### config.mk
export PLATFORM = sky130hd
export DESIGN_NAME = page_reg_ctrl_multi
export DESIGN_NICKNAME = d
export VERILOG_FILES = /design/src/rtl/page_reg_ctrl_multi.sv
export SDC_FILE = /design/constraint.sdc
export NUM_CORES = 1
export LEC_CHECK = 0
export CORE_ASPECT_RATIO = 1.4
export CORE_MARGIN = 2
export CORE_UTILIZATION = 29
export CTS_BUF_LIST = sky130_fd_sc_hd__clkbuf_4
export CTS_CLUSTER_DIAMETER = 80
export DETAILED_ROUTE_END_ITERATION = 12
export MAX_ROUTING_LAYER = met4
export PLACE_DENSITY_LB_ADDON = 0.08
export REMOVE_ABC_BUFFERS = 1
export SKIP_LAST_GASP = 1
export SLEW_MARGIN = 10
export SYNTH_ARGS = -nofsm -noshare
export SYNTH_HDL_FRONTEND = slang
export SYNTH_SLANG_ARGS = --single-unit
### constraint.sdc
create_clock -name CLK -period 2.9 [get_ports CLK]
set_clock_uncertainty 0.2 [all_clocks]
set_input_delay 0.29 -clock CLK [delete_from_list [all_inputs] [get_ports CLK]]
set_output_delay 0.29 -clock CLK [all_outputs]
set_load 0.05 [all_outputs]
### src/rtl/page_reg_ctrl_multi.sv
// Multi-channel page register controller for the sound-CPU bus.
// Synchronises an asynchronous CPU strobe interface and holds NUM_CH independently incrementing page registers.
module page_reg_ctrl_multi #(
  parameter int PAGE_W   = 3,
  parameter int NUM_CH   = 2,
  parameter int PAGE_MAX = 7,
  parameter int WRAP     = 1,
  localparam int CH_W    = (NUM_CH > 1) ? $clog2(NUM_CH) : 1
) (
  input  logic                       CLK,
  input  logic                       RESET,
  input  logic                       nCS,
  input  logic                       nRD,
  input  logic                       nWR,
  input  logic                       MODE,
  input  logic [CH_W-1:0]            CHSEL,
  input  logic [PAGE_W-1:0]          DATA,
  output logic [PAGE_W:0]            DOUT,
  output logic                       DOE,
  output logic [NUM_CH*PAGE_W-1:0]   PAGEREG,
  output logic [NUM_CH-1:0]          OVF
);

  localparam int BUS_W = 4 + CH_W + PAGE_W;
  localparam logic [BUS_W-1:0] BUS_IDLE = {3'b111, {(BUS_W-3){1'b0}}};

  typedef enum logic [1:0] {
    IDLE   = 2'd0,
    ACTIVE = 2'd1,
    COMMIT = 2'd2
  } state_t;

  logic [BUS_W-1:0]   sync1_q;
  logic [BUS_W-1:0]   sync2_q;
  logic [1:0]         vld_q;

  state_t             state_q;
  logic               mode_q;
  logic               wr_q;
  logic [CH_W-1:0]    ch_q;
  logic [PAGE_W-1:0]  data_q;
  logic               acc_hi_q;
  logic [PAGE_W-1:0]  pg_q [NUM_CH];
  logic [NUM_CH-1:0]  ovf_q;
  logic [PAGE_W:0]    dout_q;
  logic               doe_q;

  logic               s_ncs;
  logic               s_nrd;
  logic               s_nwr;
  logic               s_mode;
  logic [CH_W-1:0]    s_ch;
  logic [PAGE_W-1:0]  s_data;
  logic               s_acc;

  logic               ch_ok_d;
  logic [PAGE_W-1:0]  cur_pg_d;
  logic               cur_ovf_d;
  logic               at_max_d;
  logic [PAGE_W-1:0]  inc_pg_d;
  logic [PAGE_W:0]    rd_val_d;

  // Whole bus goes through one 2-FF pipe so strobes, select and data stay aligned.
  always_ff @(posedge CLK) begin
    if (RESET) begin
      sync1_q <= BUS_IDLE;
      sync2_q <= BUS_IDLE;
      vld_q   <= 2'b00;
    end else begin
      sync1_q <= {nCS, nRD, nWR, MODE, CHSEL, DATA};
      sync2_q <= sync1_q;
      vld_q   <= {vld_q[0], 1'b1};
    end
  end

  assign {s_ncs, s_nrd, s_nwr, s_mode, s_ch, s_data} = sync2_q;
  assign s_acc = s_nrd & s_nwr;

  // Selected-channel view and the increment result for the latched channel.
  always_comb begin
    cur_pg_d  = {PAGE_W{1'b0}};
    cur_ovf_d = 1'b0;
    ch_ok_d   = 1'b0;
    for (int i = 0; i < NUM_CH; i++) begin
      if (ch_q == CH_W'(i)) begin
        cur_pg_d  = pg_q[i];
        cur_ovf_d = ovf_q[i];
        ch_ok_d   = 1'b1;
      end else begin
        cur_pg_d  = cur_pg_d;
      end
    end
    at_max_d = (int'(cur_pg_d) >= PAGE_MAX);
    if (!at_max_d) begin
      inc_pg_d = cur_pg_d + PAGE_W'(1);
    end else if (WRAP != 0) begin
      inc_pg_d = {PAGE_W{1'b0}};
    end else begin
      inc_pg_d = cur_pg_d;
    end
    if (ch_ok_d) begin
      rd_val_d = {cur_ovf_d, cur_pg_d};
    end else begin
      rd_val_d = {(PAGE_W+1){1'b0}};
    end
  end

  // Access FSM, page registers and registered readback.
  always_ff @(posedge CLK) begin
    if (RESET) begin
      state_q  <= IDLE;
      mode_q   <= 1'b0;
      wr_q     <= 1'b0;
      ch_q     <= {CH_W{1'b0}};
      data_q   <= {PAGE_W{1'b0}};
      acc_hi_q <= 1'b0;
      ovf_q    <= {NUM_CH{1'b0}};
      dout_q   <= {(PAGE_W+1){1'b0}};
      doe_q    <= 1'b0;
      for (int i = 0; i < NUM_CH; i++) begin
        pg_q[i] <= {PAGE_W{1'b0}};
      end
    end else begin
      // A strobe held low through reset must be seen high before it can start an access.
      if (s_acc && vld_q[1]) begin
        acc_hi_q <= 1'b1;
      end
      case (state_q)
        IDLE: begin
          doe_q  <= 1'b0;
          dout_q <= {(PAGE_W+1){1'b0}};
          if (!s_acc && !s_ncs && acc_hi_q) begin
            state_q  <= ACTIVE;
            mode_q   <= s_mode;
            wr_q     <= ~s_nwr;
            ch_q     <= s_ch;
            data_q   <= s_data;
            acc_hi_q <= 1'b0;
          end
        end
        ACTIVE: begin
          if (s_acc) begin
            state_q <= COMMIT;
            doe_q   <= 1'b0;
            dout_q  <= {(PAGE_W+1){1'b0}};
          end else if (s_ncs) begin
            state_q <= IDLE;
            doe_q   <= 1'b0;
            dout_q  <= {(PAGE_W+1){1'b0}};
          end else begin
            data_q <= s_data;
            if (!mode_q && !wr_q) begin
              doe_q  <= 1'b1;
              dout_q <= rd_val_d;
            end else begin
              doe_q  <= 1'b0;
              dout_q <= {(PAGE_W+1){1'b0}};
            end
          end
        end
        COMMIT: begin
          state_q <= IDLE;
          doe_q   <= 1'b0;
          dout_q  <= {(PAGE_W+1){1'b0}};
          for (int i = 0; i < NUM_CH; i++) begin
            if (ch_q == CH_W'(i)) begin
              if (mode_q) begin
                pg_q[i] <= inc_pg_d;
                if (at_max_d) begin
                  ovf_q[i] <= 1'b1;
                end
              end else if (wr_q) begin
                pg_q[i]  <= data_q;
                ovf_q[i] <= 1'b0;
              end
            end
          end
        end
        default: begin
          state_q <= IDLE;
          doe_q   <= 1'b0;
          dout_q  <= {(PAGE_W+1){1'b0}};
        end
      endcase
    end
  end

  for (genvar g = 0; g < NUM_CH; g++) begin : g_pack
    assign PAGEREG[g*PAGE_W +: PAGE_W] = pg_q[g];
  end

  assign OVF  = ovf_q;
  assign DOUT = dout_q;
  assign DOE  = doe_q;

endmodule
== After elaboration in Yosys (flattened, before gate mapping) ==
Memories as Yosys holds them, arrays and structs flattened.
Cells that the tools add are included.

* Flip-flop bits (word level): 34
* RAM bits: 6
* Input bits: 10
* Memories: 1

* Reductions and logical operators: 18
* Multiplexer cells: 44
* Order comparisons: 1
* Bitwise logic cells: 9
* Add/subtract/negate cells: 1
* Equality and inequality tests: 7

{| class="wikitable"
|+ Memory list
! memory !! depth !! width !! read ports !! clocked after memory_dff !! wr ports !! RTL line !! RTL
|-
| pg_q || 2 || 3 || 2 || 0 || 2 || 43 || <nowiki>logic [PAGE_W-1:0] pg_q [NUM_CH];</nowiki>
|}

{| class="wikitable"
|+ Operator list
! kind !! count
|-
| two-way mux 1 bit || 30
|-
| two-way mux 3 bit || 9
|-
| AND reduction 4 bit || 3
|-
| two-way mux 2 bit || 3
|-
| != test 2 bit, second input constant || 3
|-
| case mux 3 bit (2 select lines) || 1
|-
| OR reduction 5 bit || 1
|-
| logical AND 1 bit || 4
|-
| zero test 1 bit || 4
|-
| NOT 1 bit || 4
|-
| bitwise OR 1 bit || 4
|-
| case mux 2 bit (2 select lines) || 1
|-
| AND reduction 2 bit || 2
|-
| nonzero test 2 bit || 2
|-
| OR reduction 4 bit || 1
|-
| adder 3 x 1 -> 3 bit, second input constant || 1
|-
| greater-or-equal comparator 3 bit, second input constant || 1
|-
| != test 3 bit, second input constant || 1
|-
| == test 2 x 1 -> 1 bit, second input constant || 1
|-
| == test 2 bit, second input constant || 1
|-
| zero test 2 bit || 1
|-
| != test 2 x 1 -> 1 bit, second input constant || 1
|-
| AND 1 bit || 1
|}

== Longest topological paths before layout ==
* Depth in word-level cells: 7
* Mapped depth: 8
* Mapped depth without buffers: 7

== Worst setup path after synthesis ==
Ideal clock, no wire load.

* Path kind: reg-to-reg
* From: memory pg_q[1][0]
* To: memory pg_q[0][2], data pin
* Stages on the path, launching flop included: 7
* Required time: 2.531 ns
* Path slack: 0.796 ns
* Path buffers: 0
* Data arrival time: 1.735 ns
* Cell sequence: edfxtp_1 mux2i_1 inv_1 ha_1 ha_1 nand4_1 o31ai_1

{| class="wikitable"
|+ RTL lines
! element !! RTL line
|-
| start: declaration || 43
|}

==> qor.yml <==
grt:
  first_global_vias: 1113
  grt_antenna_before_repair: 0
  global_route.overflow_total: 0
  grt_max_degree: 16
  grt_pass1_wl_microns: 5064
  all_layer_gr_usage_pct: 11.70
placement:
  post-place-cells: 226
  finalWeightedCongestion: 0.8815
  port-buffer-count: 22
  dpl.hpwl_microns: 2258
  pre_cts_slack_ns: 0.5301
sta:
  setup_viol: 0
  setup_ws_ns: 0.5148
  final.min_clock_period_ns: 2.385
  min_period_over_period_pct: 82.25
  finalMaxSlewViolations: 0
  worst_case_headroom_to_the_max_slew_limit_pct: 57.18
  setup-tns-final_ns: 0
  grt_setup_unrepaired: "false"
  max_clock_freq_ghz: 0.4192
  fin_hold_ws_ns: 0.2203
  final_hold_viol_count: 0
  worst-slew-pin-transition_ns: 0.6369
die:
  fp.dieW_microns: 65.47
  number_of_core_rows: 31
  ioPinCount: 23
  die_h_microns: 90.06
  core_area_sq_um: 5120
  initial_utilization_pct: 29.96
  design.die.area_sq_um: 5895
pwr:
  totalPowerFinal_mw: 0.9270
  total_leakage_power_nw: 0.6394
  irDropWorstVdd_mv: 0.2480
  pwr_density_cell_nw_per_um2: 494.6
setup_path:
  worst-endpoint-required_ns: 2.87
  crit_path_top_delay_cell: "dfxtp_1"
  setup.worst_path.start_class: "flop"
  critical_path_peak_fanout: 15
  critPathKind: "flop to flop"
  crit_path_cell_trace: "mux2i_1 > inv_1 > ha_1 > ha_1 > inv_1 > nand4_1 > o31ai_1"
  crit_arrival_ns: 2.36
  delay_of_the_slowest_cell_on_the_worst_path_ns: 0.67
  critPathCaptureType: "flop"
  reg2reg_setup_slack_ns: 0.51
synthesis:
  ys_types: 37
  synth_largest_area_cell: "dfxtp_1"
  postSynthRegisterBits: 40
  post-synth-top-area-fraction_pct: 44.37
  mean_cell_area_of_the_mapped_netlist_sq_um: 10.73
  yosysSeqAreaShare_pct: 56.12
  synthesis.yosys.warnings: 0
  synthCells: 143
  ys_top_cells_by_area: "dfxtp_1 44%, edfxtp_1 12%, nor2b_1 5.7%, a21oi_1 2.9%, or2_2 2.9%"
  post_synth_instance_area_sq_um: 1534
route:
  detailedRoute.firstPassIterationCount: 4
  dr.first_iter.drc_count: 40
  vias_per_cell: 4.846
  vias: 1134
  avgRoutedWirePerCell_microns: 12.76
  drt_drc_violations_left: 0
  detailed_route_wire_length_microns: 2985
  drtAntennaViolNets: 0
cells_and_area:
  signed_area_change_from_the_synthesized_netlist_to_the_final_layout_pct: 22.19
  nets: 179
  multi_input_area_sq_um: 618.1
  fin_cells: 234
  layout.filler_cells: 532
  final_antenna_diode_count: 0
  layout-drive-gt1-share_pct: 11.90
  area.sequential_sq_um: 860.8
outcome:
  run_status: "finished clean"
clocking:
  postCtsHoldBufs: 0
  cts_post_setup_buffers_inserted: 0
  cts_tree: "done"
  clock_path_buffers: 2
  clk-insertion-delay-late_ns: 0.34
  maximum_level_of_the_cts_h_tree: 2
  clk_pin_slew_worst_paths_ns: 0.12
  postCtsResizedCells: 0
  cts-root-buf: "clkbuf_4"
  cts-buffers-inserted: 5
  clock_sink_count: 40
flow_run:
  timing.max_cap.violations: 0
worst_hold_path:
  hold_path.class: "flop to flop"
cell usage in the layout, fill, tap and decap left out, types with 4 or more instances in the layout:
cell	netlist	layout
nand4_1	4	4
nor2_1	6	6
o21ai_1	6	6
a21oi_1	9	9
o31ai_1	5	5
inv_1	6	6
nor3_1	4	4
clkbuf_4	0	6
or2_2	7	7
dfxtp_1	34	34
nor2b_1	14	14
clkdlybuf4s50_1	0	22
nand3_1	8	8
edfxtp_1	6	6
routing by layer:
metal	up-vias	share of wire [%]	global-route usage, %
li1	561	-	-
met1	529	36	10.65
met5	-	0	-
met2	32	54	20.24
met4	0	4.6	7.639
met3	12	4.9	3.755
layout make-up:
| type | instances | share of cell area (%) |
|---|---|---|
| clock buffers | 6 | 2.403 |
| clock inverters | 2 | 0.5340 |
| inverters | 6 | 1.202 |
| multi-input cells | 90 | 32.98 |
| flip-flops and latches | 40 | 45.93 |
| well taps | 66 | 4.406 |
| repair buffers | 24 | 12.55 |
stage by stage:
stage	cell area, sq um	util, %
2_1_floorplan	1501	-
3_3_place_gp	1819	35.53
3_5_place_dp	1819	35.53
4_1_cts	1874	36.61
5_1_grt	1874	36.61
6_report	1874	36.61
critical path: cells and delay by family (launching register included):
kind	cells	cell delay, ns
buffers and inverters	2	0.16
AO/OA/AOI/OAI	1	0.24
adder cells (fa/ha/maj)	2	0.38
flip-flops	1	0.67
multiplexers	1	0.41
AND/OR/NAND/NOR	1	0.14
synthesized netlist by cell type:
library cell  count
nor3b_1           1
a31oi_1           1
dfxtp_1          34
nand4_1           4
mux2_2            2
nor3_1            4
nor2_1            6
buf_1             1
nand3_1           8
nand2b_1          1
a2111o_1          1
and4bb_1          1
o31ai_1           5
a21boi_1          1
clkbuf_1          3
a2111oi_4         1
nor2b_1          14
a311oi_1          1
mux2i_1           2
o21ai_1           6
nand3b_1          1
o21a_1            2
ha_1              2
a21oi_1           9
nand4b_1          1
nand4bb_1         1
buf_4             1
a211o_1           2
a211oi_2          1
a211oi_1          1
o2bb2ai_1         1
edfxtp_1          6
or2_2             7
inv_1             6
a22o_1            2
o21ai_0           1
buf_2             2
power by group:
part / leakage (nW) / switching [mW] / internal [mW]
registers: 0.340 / 0.0101 / 0.578
clock network: 0.0336 / 0.175 / 0.103
logic: 0.265 / 0.0323 / 0.0297
final timing paths:
kind / from / to / depth (start not counted)
min: sync1_q[7]$_SDFF_PP1_ / sync2_q[7]$_SDFF_PP1_ / 1
max: ch_q$_SDFFE_PP0P_ / pg_q[0][2]$_SDFFCE_PN0P_ / 7
max reg2reg: ch_q$_SDFFE_PP0P_ / pg_q[0][2]$_SDFFCE_PN0P_ / 7
min reg2reg: sync1_q[7]$_SDFF_PP1_ / sync2_q[7]$_SDFF_PP1_ / 1
registers in the layout (all words and copies together) (netlist names), 2 cells and up:
signal and cells:
data_q 3, DOUT 4, pg_q 6, state_q 2, vld_q 2, sync1_q 8, OVF 2, sync2_q 8
cells by family (layout without fill, tap and decap cells):
family                     count (synthesis)  in the layout  synth area share (%)
AOI/OAI and AO/OA                         35             35                 16.80
adders and majority gates                  2              2                 1.631
buffers and inverters                     13             38                 3.589
DFF                                       40             40                 56.12
muxes                                      4              4                 2.773
and+or+nand+nor                           49             49                 19.09
Power figures use the tool's default switching activity.
